$ cat config.mk
export PLATFORM = sky130hd
export DESIGN_NAME = gray_step_ctrl
export DESIGN_NICKNAME = d
export VERILOG_FILES = /design/src/rtl/gray_step_ctrl.sv
export SDC_FILE = /design/constraint.sdc
export NUM_CORES = 1
export LEC_CHECK = 0
export CORE_MARGIN = 5
export CORE_UTILIZATION = 33
export DETAILED_ROUTE_END_ITERATION = 10
export DONT_BUFFER_PORTS = 1
export RECOVER_POWER = 50
export SYNTH_ARGS = -nofsm -noshare
export SYNTH_HDL_FRONTEND = slang
export SYNTH_SLANG_ARGS = --single-unit
$ cat constraint.sdc
create_clock -name clk -period 2.3 [get_ports clk]
set_input_delay 0.23 -clock clk [delete_from_list [all_inputs] [get_ports clk]]
set_output_delay 0.23 -clock clk [all_outputs]
set_load 0.03 [all_outputs]
$ cat src/rtl/gray_step_ctrl.sv
`default_nettype none
// ============================================================================
//  Module      : gray_step_ctrl
//  Description : Command-driven sequencer for an external N-bit Gray counter.
//                Issues an optional clear followed by K prescaled clock-enable
//                pulses, and watches the counter output for illegal
//                transitions (sticky err flag).
//  Revision    : 1.0 - initial release
// ============================================================================
module gray_step_ctrl #(
   parameter int N  = 4,
   parameter int SW = 16,
   parameter int DW = 8
) (
   input  logic          clk,
   input  logic          rst_n,
   input  logic          cmd_valid,
   output logic          cmd_ready,
   input  logic [SW-1:0] cmd_steps,
   input  logic [DW-1:0] cmd_div,
   input  logic          cmd_clear,
   input  logic          abort,
   input  logic          err_clr,
   input  logic [N-1:0]  gray_in,
   output logic          cnt_en,
   output logic          cnt_clr,
   output logic          busy,
   output logic          done,
   output logic          err,
   output logic [SW-1:0] steps_left,
   output logic [N-1:0]  pos_bin
);

   localparam logic [2:0] c_ST_IDLE   = 3'd0;
   localparam logic [2:0] c_ST_CLEAR  = 3'd1;
   localparam logic [2:0] c_ST_RUN    = 3'd2;
   localparam logic [2:0] c_ST_SETTLE = 3'd3;
   localparam logic [2:0] c_ST_DONE   = 3'd4;

   localparam logic [SW-1:0] c_STEP_ONE  = SW'(1);
   localparam logic [DW-1:0] c_PRESC_ONE = DW'(1);
   localparam logic [N-1:0]  c_GRAY_ONE  = N'(1);

   // FSM and datapath registers
   logic [2:0]    r_state;
   logic [DW-1:0] r_div;
   logic [DW-1:0] r_presc;
   logic          r_cnt_en;
   logic          r_cnt_clr;
   logic [SW-1:0] r_steps_left;

   // Monitor registers
   logic [N-1:0]  r_gray_prev;
   logic          r_en_d;
   logic          r_clr_d;
   logic          r_armed;
   logic          r_err;
   logic [N-1:0]  r_pos_bin;

   // Combinational next values
   logic [2:0]    w_state_nxt;
   logic          w_cnt_en_nxt;
   logic          w_cnt_clr_nxt;
   logic [SW-1:0] w_steps_nxt;
   logic [DW-1:0] w_presc_nxt;
   logic [DW-1:0] w_div_nxt;
   logic          w_presc_hit;
   logic          w_last_step;
   logic [N-1:0]  w_gray_diff;
   logic          w_mon_fail;
   logic [N-1:0]  w_pos_bin;

   // Prescaler reaches the programmed divider: this edge issues a pulse
   assign w_presc_hit = (r_presc == r_div);
   assign w_last_step = (r_steps_left == c_STEP_ONE);

   assign cmd_ready  = (r_state == c_ST_IDLE);
   assign busy       = (r_state != c_ST_IDLE);
   assign done       = (r_state == c_ST_DONE);
   assign cnt_en     = r_cnt_en;
   assign cnt_clr    = r_cnt_clr;
   assign steps_left = r_steps_left;
   assign err        = r_err;
   assign pos_bin    = r_pos_bin;

   // State register
   always_ff @(posedge clk or negedge rst_n) begin
      if (!rst_n) begin
         r_state <= c_ST_IDLE;
      end else begin
         r_state <= w_state_nxt;
      end
   end

   // Next-state decode; abort only matters while a command is in flight
   always_comb begin
      w_state_nxt = r_state;
      case (r_state)
         c_ST_IDLE: begin
            if (cmd_valid) begin
               if (cmd_clear)
                  w_state_nxt = c_ST_CLEAR;
               else if (cmd_steps == '0)
                  w_state_nxt = c_ST_DONE;
               else
                  w_state_nxt = c_ST_RUN;
            end
         end
         c_ST_CLEAR: begin
            if (abort)
               w_state_nxt = c_ST_IDLE;
            else if (r_steps_left == '0)
               w_state_nxt = c_ST_DONE;
            else
               w_state_nxt = c_ST_RUN;
         end
         c_ST_RUN: begin
            if (abort)
               w_state_nxt = c_ST_IDLE;
            else if (w_presc_hit && w_last_step)
               w_state_nxt = c_ST_SETTLE;
         end
         c_ST_SETTLE: begin
            if (abort)
               w_state_nxt = c_ST_IDLE;
            else
               w_state_nxt = c_ST_DONE;
         end
         c_ST_DONE: begin
            w_state_nxt = c_ST_IDLE;
         end
         default: begin
            w_state_nxt = c_ST_IDLE;
         end
      endcase
   end

   // Next values of the registered counter controls and step bookkeeping
   always_comb begin
      w_cnt_en_nxt  = 1'b0;
      w_cnt_clr_nxt = 1'b0;
      w_steps_nxt   = r_steps_left;
      w_presc_nxt   = r_presc;
      w_div_nxt     = r_div;
      case (r_state)
         c_ST_IDLE: begin
            if (cmd_valid) begin
               w_steps_nxt   = cmd_steps;
               w_div_nxt     = cmd_div;
               w_cnt_clr_nxt = cmd_clear;
               w_presc_nxt   = '0;
            end
         end
         c_ST_CLEAR: begin
            if (!abort)
               w_presc_nxt = '0;
         end
         c_ST_RUN: begin
            if (!abort) begin
               if (w_presc_hit) begin
                  w_cnt_en_nxt = 1'b1;
                  w_presc_nxt  = '0;
                  w_steps_nxt  = r_steps_left - c_STEP_ONE;
               end else begin
                  w_presc_nxt  = r_presc + c_PRESC_ONE;
               end
            end
         end
         default: begin
         end
      endcase
   end

   // Datapath registers driven by the output decode
   always_ff @(posedge clk or negedge rst_n) begin
      if (!rst_n) begin
         r_cnt_en     <= 1'b0;
         r_cnt_clr    <= 1'b0;
         r_steps_left <= '0;
         r_presc      <= '0;
         r_div        <= '0;
      end else begin
         r_cnt_en     <= w_cnt_en_nxt;
         r_cnt_clr    <= w_cnt_clr_nxt;
         r_steps_left <= w_steps_nxt;
         r_presc      <= w_presc_nxt;
         r_div        <= w_div_nxt;
      end
   end

   assign w_gray_diff = gray_in ^ r_gray_prev;

   // Transition legality: cleared -> zero, stepped -> one bit flip, else stable
   always_comb begin
      w_mon_fail = 1'b0;
      if (r_armed) begin
         if (r_clr_d)
            w_mon_fail = (gray_in != '0);
         else if (r_en_d)
            w_mon_fail = (w_gray_diff == '0) ||
                         ((w_gray_diff & (w_gray_diff - c_GRAY_ONE)) != '0);
         else
            w_mon_fail = (w_gray_diff != '0);
      end
   end

   // Gray to binary: bit i is the XOR of all Gray bits at or above i
   always_comb begin
      w_pos_bin = '0;
      for (int i = 0; i < N; i++) begin
         w_pos_bin[i] = ^(gray_in >> i);
      end
   end

   // Monitor history, sticky error and registered position
   always_ff @(posedge clk or negedge rst_n) begin
      if (!rst_n) begin
         r_gray_prev <= '0;
         r_en_d      <= 1'b0;
         r_clr_d     <= 1'b0;
         r_armed     <= 1'b0;
         r_err       <= 1'b0;
         r_pos_bin   <= '0;
      end else begin
         r_gray_prev <= gray_in;
         r_en_d      <= r_cnt_en;
         r_clr_d     <= r_cnt_clr;
         r_armed     <= 1'b1;
         r_pos_bin   <= w_pos_bin;
         if (w_mon_fail)
            r_err <= 1'b1;
         else if (err_clr)
            r_err <= 1'b0;
      end
   end

endmodule
`default_nettype wire

== Yosys cells after proc, flatten, opt, wreduce, memory -nomap -nowiden ==
Cells that the tools add are included.
W data, S select, Z words.

* Flip-flop bits (word level): 49
* Output and inout port bits: 26

* Add/sub/neg operators: 3
* Equal/unequal tests: 11
* Muxes and demuxes: 28
* Bitwise operators: 2
* Reduce and logical (&&, ||, !) cells: 21

{| class="wikitable"
|+ Operator list
! kind !! count
|-
| $mux W16 || 3
|-
| $logic_not A16 Y1 || 2
|-
| $mux W8 || 4
|-
| $pmux W16 S2 || 1
|-
| $mux W3 || 8
|-
| $pmux W8 S3 || 1
|-
| $eq A16 B1 Y1 const B || 1
|-
| $reduce_xor A4 Y1 || 4
|-
| $sub A16 B1 Y16 const B || 1
|-
| $pmux W3 S4 || 1
|-
| $reduce_bool A4 Y1 || 3
|-
| $mux W1 || 10
|-
| $add A8 B1 Y8 const B || 1
|-
| $eq A8 B8 Y1 || 1
|-
| $ne A2 B2 Y1 const B || 4
|-
| $reduce_and A4 Y1 || 2
|-
| $eq A3 B2 Y1 const B || 2
|-
| $reduce_bool A3 Y1 || 2
|-
| $and A4 B4 Y4 || 1
|-
| $logic_not A4 Y1 || 1
|-
| $reduce_and A2 Y1 || 2
|-
| $reduce_bool A2 Y1 || 2
|-
| $sub A4 B1 Y4 const B || 1
|-
| $xor A4 B4 Y4 || 1
|-
| 6 further kinds || 6
|}

== Depth between registers and ports, before layout ==
* Depth after elaboration: 9
* Gate-level depth with buffers: 9
* Gate-level depth less buffers: 7

== Worst setup path before layout ==
Ideal clock, no wire load.

* Path kind: flip-flop to flip-flop
* Start: reg r_state[2]
* End: reg r_steps_left[8] (netlist: steps_left[8])
* Data arrival time: 2288 ps
* Required time: 2222 ps
* Path slack: -66 ps
* Cell stages (with the launch flop): 10
* Path through: dfrtp_1 -> clkbuf_1 -> or3_1 -> clkbuf_1 -> inv_1 -> and2_1 -> clkbuf_1 -> buf_2 -> a211oi_1 -> a21oi_1

* Cells in the longest elaborated chain, start to end: 3
* Elaborated cells between the ends (all ways): 8

{| class="wikitable"
|+ Ends and longest elaborated chain
! element !! RTL line !! text
|-
| from (decl) || 45 || <nowiki>logic [2:0] r_state;</nowiki>
|-
| from (signal assigned) || 89 || <nowiki>r_state <= c_ST_IDLE;</nowiki>
|-
| from (signal assigned) || 91 || <nowiki>r_state <= w_state_nxt;</nowiki>
|-
| $logic_not A3 Y1 (*) || n/a ||
|-
| net cmd_ready || 18 || <nowiki>output logic cmd_ready,</nowiki>
|-
| $ne A2 B2 Y1 (no source line) or $reduce_bool A2 Y1 (tied branches) || n/a ||
|-
| $reduce_and A4 Y1 (no source line) || n/a ||
|-
| to (signal assigned) || 185 || <nowiki>r_steps_left <= w_steps_nxt;</nowiki>
|-
| to (decl) || 50 || <nowiki>logic [SW-1:0] r_steps_left;</nowiki>
|}

The timed path passes the listed nets; every way through them passes the cells marked *.
A chain may end at the register's enable or synchronous reset.

== Worst setup path after layout ==
* Start: reg r_steps_left[8] (netlist: steps_left[8])
* End: reg r_state[2]

* Cells in the longest elaborated chain, start to end: 4
* Elaborated cells between the ends (all ways): 8

{| class="wikitable"
|+ Ends and longest elaborated chain
! element !! RTL line
|-
| $logic_not A16 Y1 or $eq A16 B1 Y1 (tied branches) || 112, 75
|-
| $mux W3 or $logic_and A1 B1 Y1 (tied branches) || 112, 120
|-
| $mux W3 or $ne A3 B3 Y1 (tied branches) || n/a
|-
| $pmux W3 S4 or $reduce_and A2 Y1 (tied branches) || n/a
|}

Several ways; a longest one is shown, not always the timed one.

==> results.py <==
metrics = {
    "status": {
        "status": "completed",
    },
    "timing": {
        "slew_viol_final": 0,
        "tightest_slew_ns": 1.21,
        "hold_viol": 0,
        "finalClockSkew_ns": 0.0173,
        "setup_viol": 0,
        "period_needed_ns": 2.07,
        "timing.final.crit_share_pct": 90.1,
        "rsz0062_at_grt": "no",
        "finalSetupTns_ns": 0,
        "maxSlewHeadroom_pct": 19.2,
        "fmax_mhz": 482,
    },
    "worst_setup_path": {
        "start_kind": "flip-flop",
        "end_kind": "flip-flop",
        "crit_type": "flip-flop to flip-flop",
        "crit_path_top_delay_cell": "or4_1",
        "crit_fanout": 5,
        "critical-path-max-stage-delay_ns": 0.54,
        "critPathArrivalTime_ns": 2.33,
        "worstPathRequired_ns": 2.56,
        "path_cells": "or4_1, buf_4, nor4_1, a31oi_1, o32ai_1, o211a_1",
    },
    "hold_path": {
        "min_path_type": "input pin to flip-flop",
    },
    "global_route": {
        "grt_max_degree": 49,
        "grt_pass1_vias": 2251,
        "grt_first_pass_wirelength_um": 11400,
        "grt.total_usage_pct": 14.3,
        "antenna_found_initial": 0,
        "grt-ovfl-total": 0,
    },
    "final_layout": {
        "fin_nets": 351,
        "fill_cells": 761,
        "seq_area_sq_um": 1200,
        "areaGrowthSynthToFinish_pct": 17.2,
        "final_cell_mix": "nand2_1 (48), dfrtp_1 (48), buf_4 (25)",
        "antenna_cells": 0,
        "multi_input_area_sq_um": 1320,
        "design_area_sq_um": 3070,
        "drive_gt1_share_pct": 13.1,
    },
    "placed_design": {
        "postPlaceCellArea_sq_um": 2880,
        "gp_congestion": 0.867,
        "io_buffer_count": 0,
        "dpl.hpwl_um": 5100,
    },
    "power_and_ir_drop": {
        "cellLeakagePower_nw": 1.28,
        "peakVddDrop_uv": 517,
        "powerDensity_nw_per_um2": 1230,
    },
    "cts": {
        "cts_tree": "built",
        "cts_resized": 0,
        "cts_made_buffers": 5,
        "cts.htree.levels": 2,
        "cts_setup_buffers": 0,
        "clockRootBuffer": "clkbuf_8",
        "clock_latency_ns": 0.31,
        "clk_pin_slew_ns": 0.11,
        "ctsHoldBuffers": 6,
        "clock_sink_count": 48,
        "clock_path_buffers": 2,
    },
    "logic_synthesis": {
        "yosysWarnings": 0,
        "synth_top_area_share_pct": 45.8,
        "synthFlopType": "dfrtp_1",
        "async_flop_share_pct": 100,
        "synth_edf_count": 0,
        "synth_area_leader_cell": "dfrtp_1",
        "synth_fp_nets": 326,
        "syn_area_sq_um": 2620,
        "synth_cell_types": 47,
        "ys_ff_latch": 48,
        "ys_seq_area_share_pct": 45.8,
        "synthTopCellsByArea": "dfrtp_1 (46%), nand2_1 (6.9%), xnor2_1 (6.4%)",
        "synth.avg_cell_area_sq_um": 9.16,
        "postSynthCellCount": 286,
    },
    "die": {
        "coreArea_sq_um": 7730,
        "ios": 60,
        "fp.dieW_um": 99.1,
        "die_h_um": 99.1,
        "core.rowCount": 32,
        "initial_core_util_pct": 33.9,
        "die_area_sq_um": 9820,
    },
    "flow_run": {
        "max_cap_violations": 0,
    },
    "route": {
        "initialDrtViolationCount": 140,
        "ant_nets": 0,
        "drt-total-wl_um": 6890,
        "drtPass1Iterations": 4,
        "drc": 0,
        "vias": 2273,
        "via_per_inst": 5.49,
        "wl_per_cell_um": 16.6,
    },
}
==> path summary, 6_finish.rpt <==
check | start | endpoint | slack, ns | cells after the start
max | steps_left[8]$_DFFE_PN0P_ | r_state[2]$_DFFE_PN0P_ | 0.23 | 6
min | cmd_div[5] | r_div[5]$_DFFE_PN0P_ | 0.03 | 2
max reg2reg | steps_left[8]$_DFFE_PN0P_ | r_state[2]$_DFFE_PN0P_ | 0.23 | 6
min reg2reg | r_div[1]$_DFFE_PN0P_ | r_div[1]$_DFFE_PN0P_ | 0.50 | 2
max in group asynchronous | rst_n | r_presc[4]$_DFFE_PN0P_ | 0.83 | 2
min in group asynchronous | rst_n | pos_bin[0]$_DFF_PN0_ | 0.71 | 2
==> logic make-up after synthesis <==
group / after synthesis / share of synthesized area [%]
AO/OA/AOI/OAI: 68 / 17.4
XOR/XNOR: 20 / 6.69
adder cells (fa/ha/maj): 6 / 2.87
buffers and inverters: 24 / 3.72
flip-flops: 48 / 45.8
multiplexers: 2 / 0.764
other: 1 / 0.143
AND/OR/NAND/NOR: 117 / 22.6
==> critical path: cells and delay by family, from the launching register on <==
| family | cells | cell delay (ns) |
|---|---|---|
| DFF | 1 | 0.38 |
| and+or+nand+nor | 2 | 0.92 |
| AOI/OAI and AO/OA | 3 | 0.55 |
| buffers and inverters | 1 | 0.17 |
==> flip-flops by register name (all words and copies together) (netlist names) <==
name / count
cnt_clr: 1
steps_left: 16
r_clr_d: 1
pos_bin: 3
r_en_d: 1
r_div: 8
r_gray_prev: 4
r_presc: 8
r_state: 3
r_armed: 1
err: 1
cnt_en: 1
==> where the power goes <==
part | total, W | internal [W] | switching [W]
Combinational | 0.00162 | 0.000591 | 0.00103
Sequential | 0.00141 | 0.00109 | 0.000321
Clock | 0.000752 | 0.000438 | 0.000314
==> layer usage <==
metal  wire (um)  vias to the layer above  GRT usage, %
met2        3110                       84          22.5
li1            -                     1076             -
met5           0                        -             0
met4         100                        0          4.41
met1        3120                     1104          19.5
met3         560                        9          3.23
==> cells in the mapped netlist, drive strengths merged (2+ instances only) <==
master	count
nand2b	6
nand2	48
o211a	2
a211oi	8
nand3	7
a21o	3
nor2b	3
a21oi	21
inv	11
nand4	6
o32ai	2
nor3	5
nor2	16
o22ai	7
nor3b	3
or3	2
o31ai	4
buf	4
and2	2
ha	6
nor4b	3
xnor2	19
nor4	7
o21ai	8
a311oi	5
dfrtp	48
clkbuf	9
mux2i	2
or4	6
==> stage by stage <==
| stage | total power, W | instances | hold WS [ns] | utilization, % | worst slack [ns] |
|---|---|---|---|---|---|
| 2_1_floorplan | 0.00251 | 286 | -0.0656 | - | 0.00755 |
| 3_3_place_gp | 0.00301 | 400 | -0.0643 | 37.3 | 0.291 |
| 3_5_place_dp | 0.00303 | 400 | -0.0642 | 37.3 | 0.224 |
| 4_1_cts | 0.00381 | 414 | 0.0247 | 40.0 | 0.208 |
| 5_1_grt | 0.00404 | 414 | 0.0365 | 39.8 | 0.120 |
| 6_report | 0.00379 | 414 | 0.0285 | 39.8 | 0.227 |
==> cell type report <==
class / instances / share of cell area [%]
Sequential cell: 48 / 39.1
Tap cell: 102 / 4.15
Inverter: 11 / 1.34
Multi-Input combinational cell: 214 / 43.0
Clock inverter: 3 / 2.24
Timing Repair Buffer: 31 / 7.90
Clock buffer: 5 / 2.24
Power figures use the tool's default switching activity.
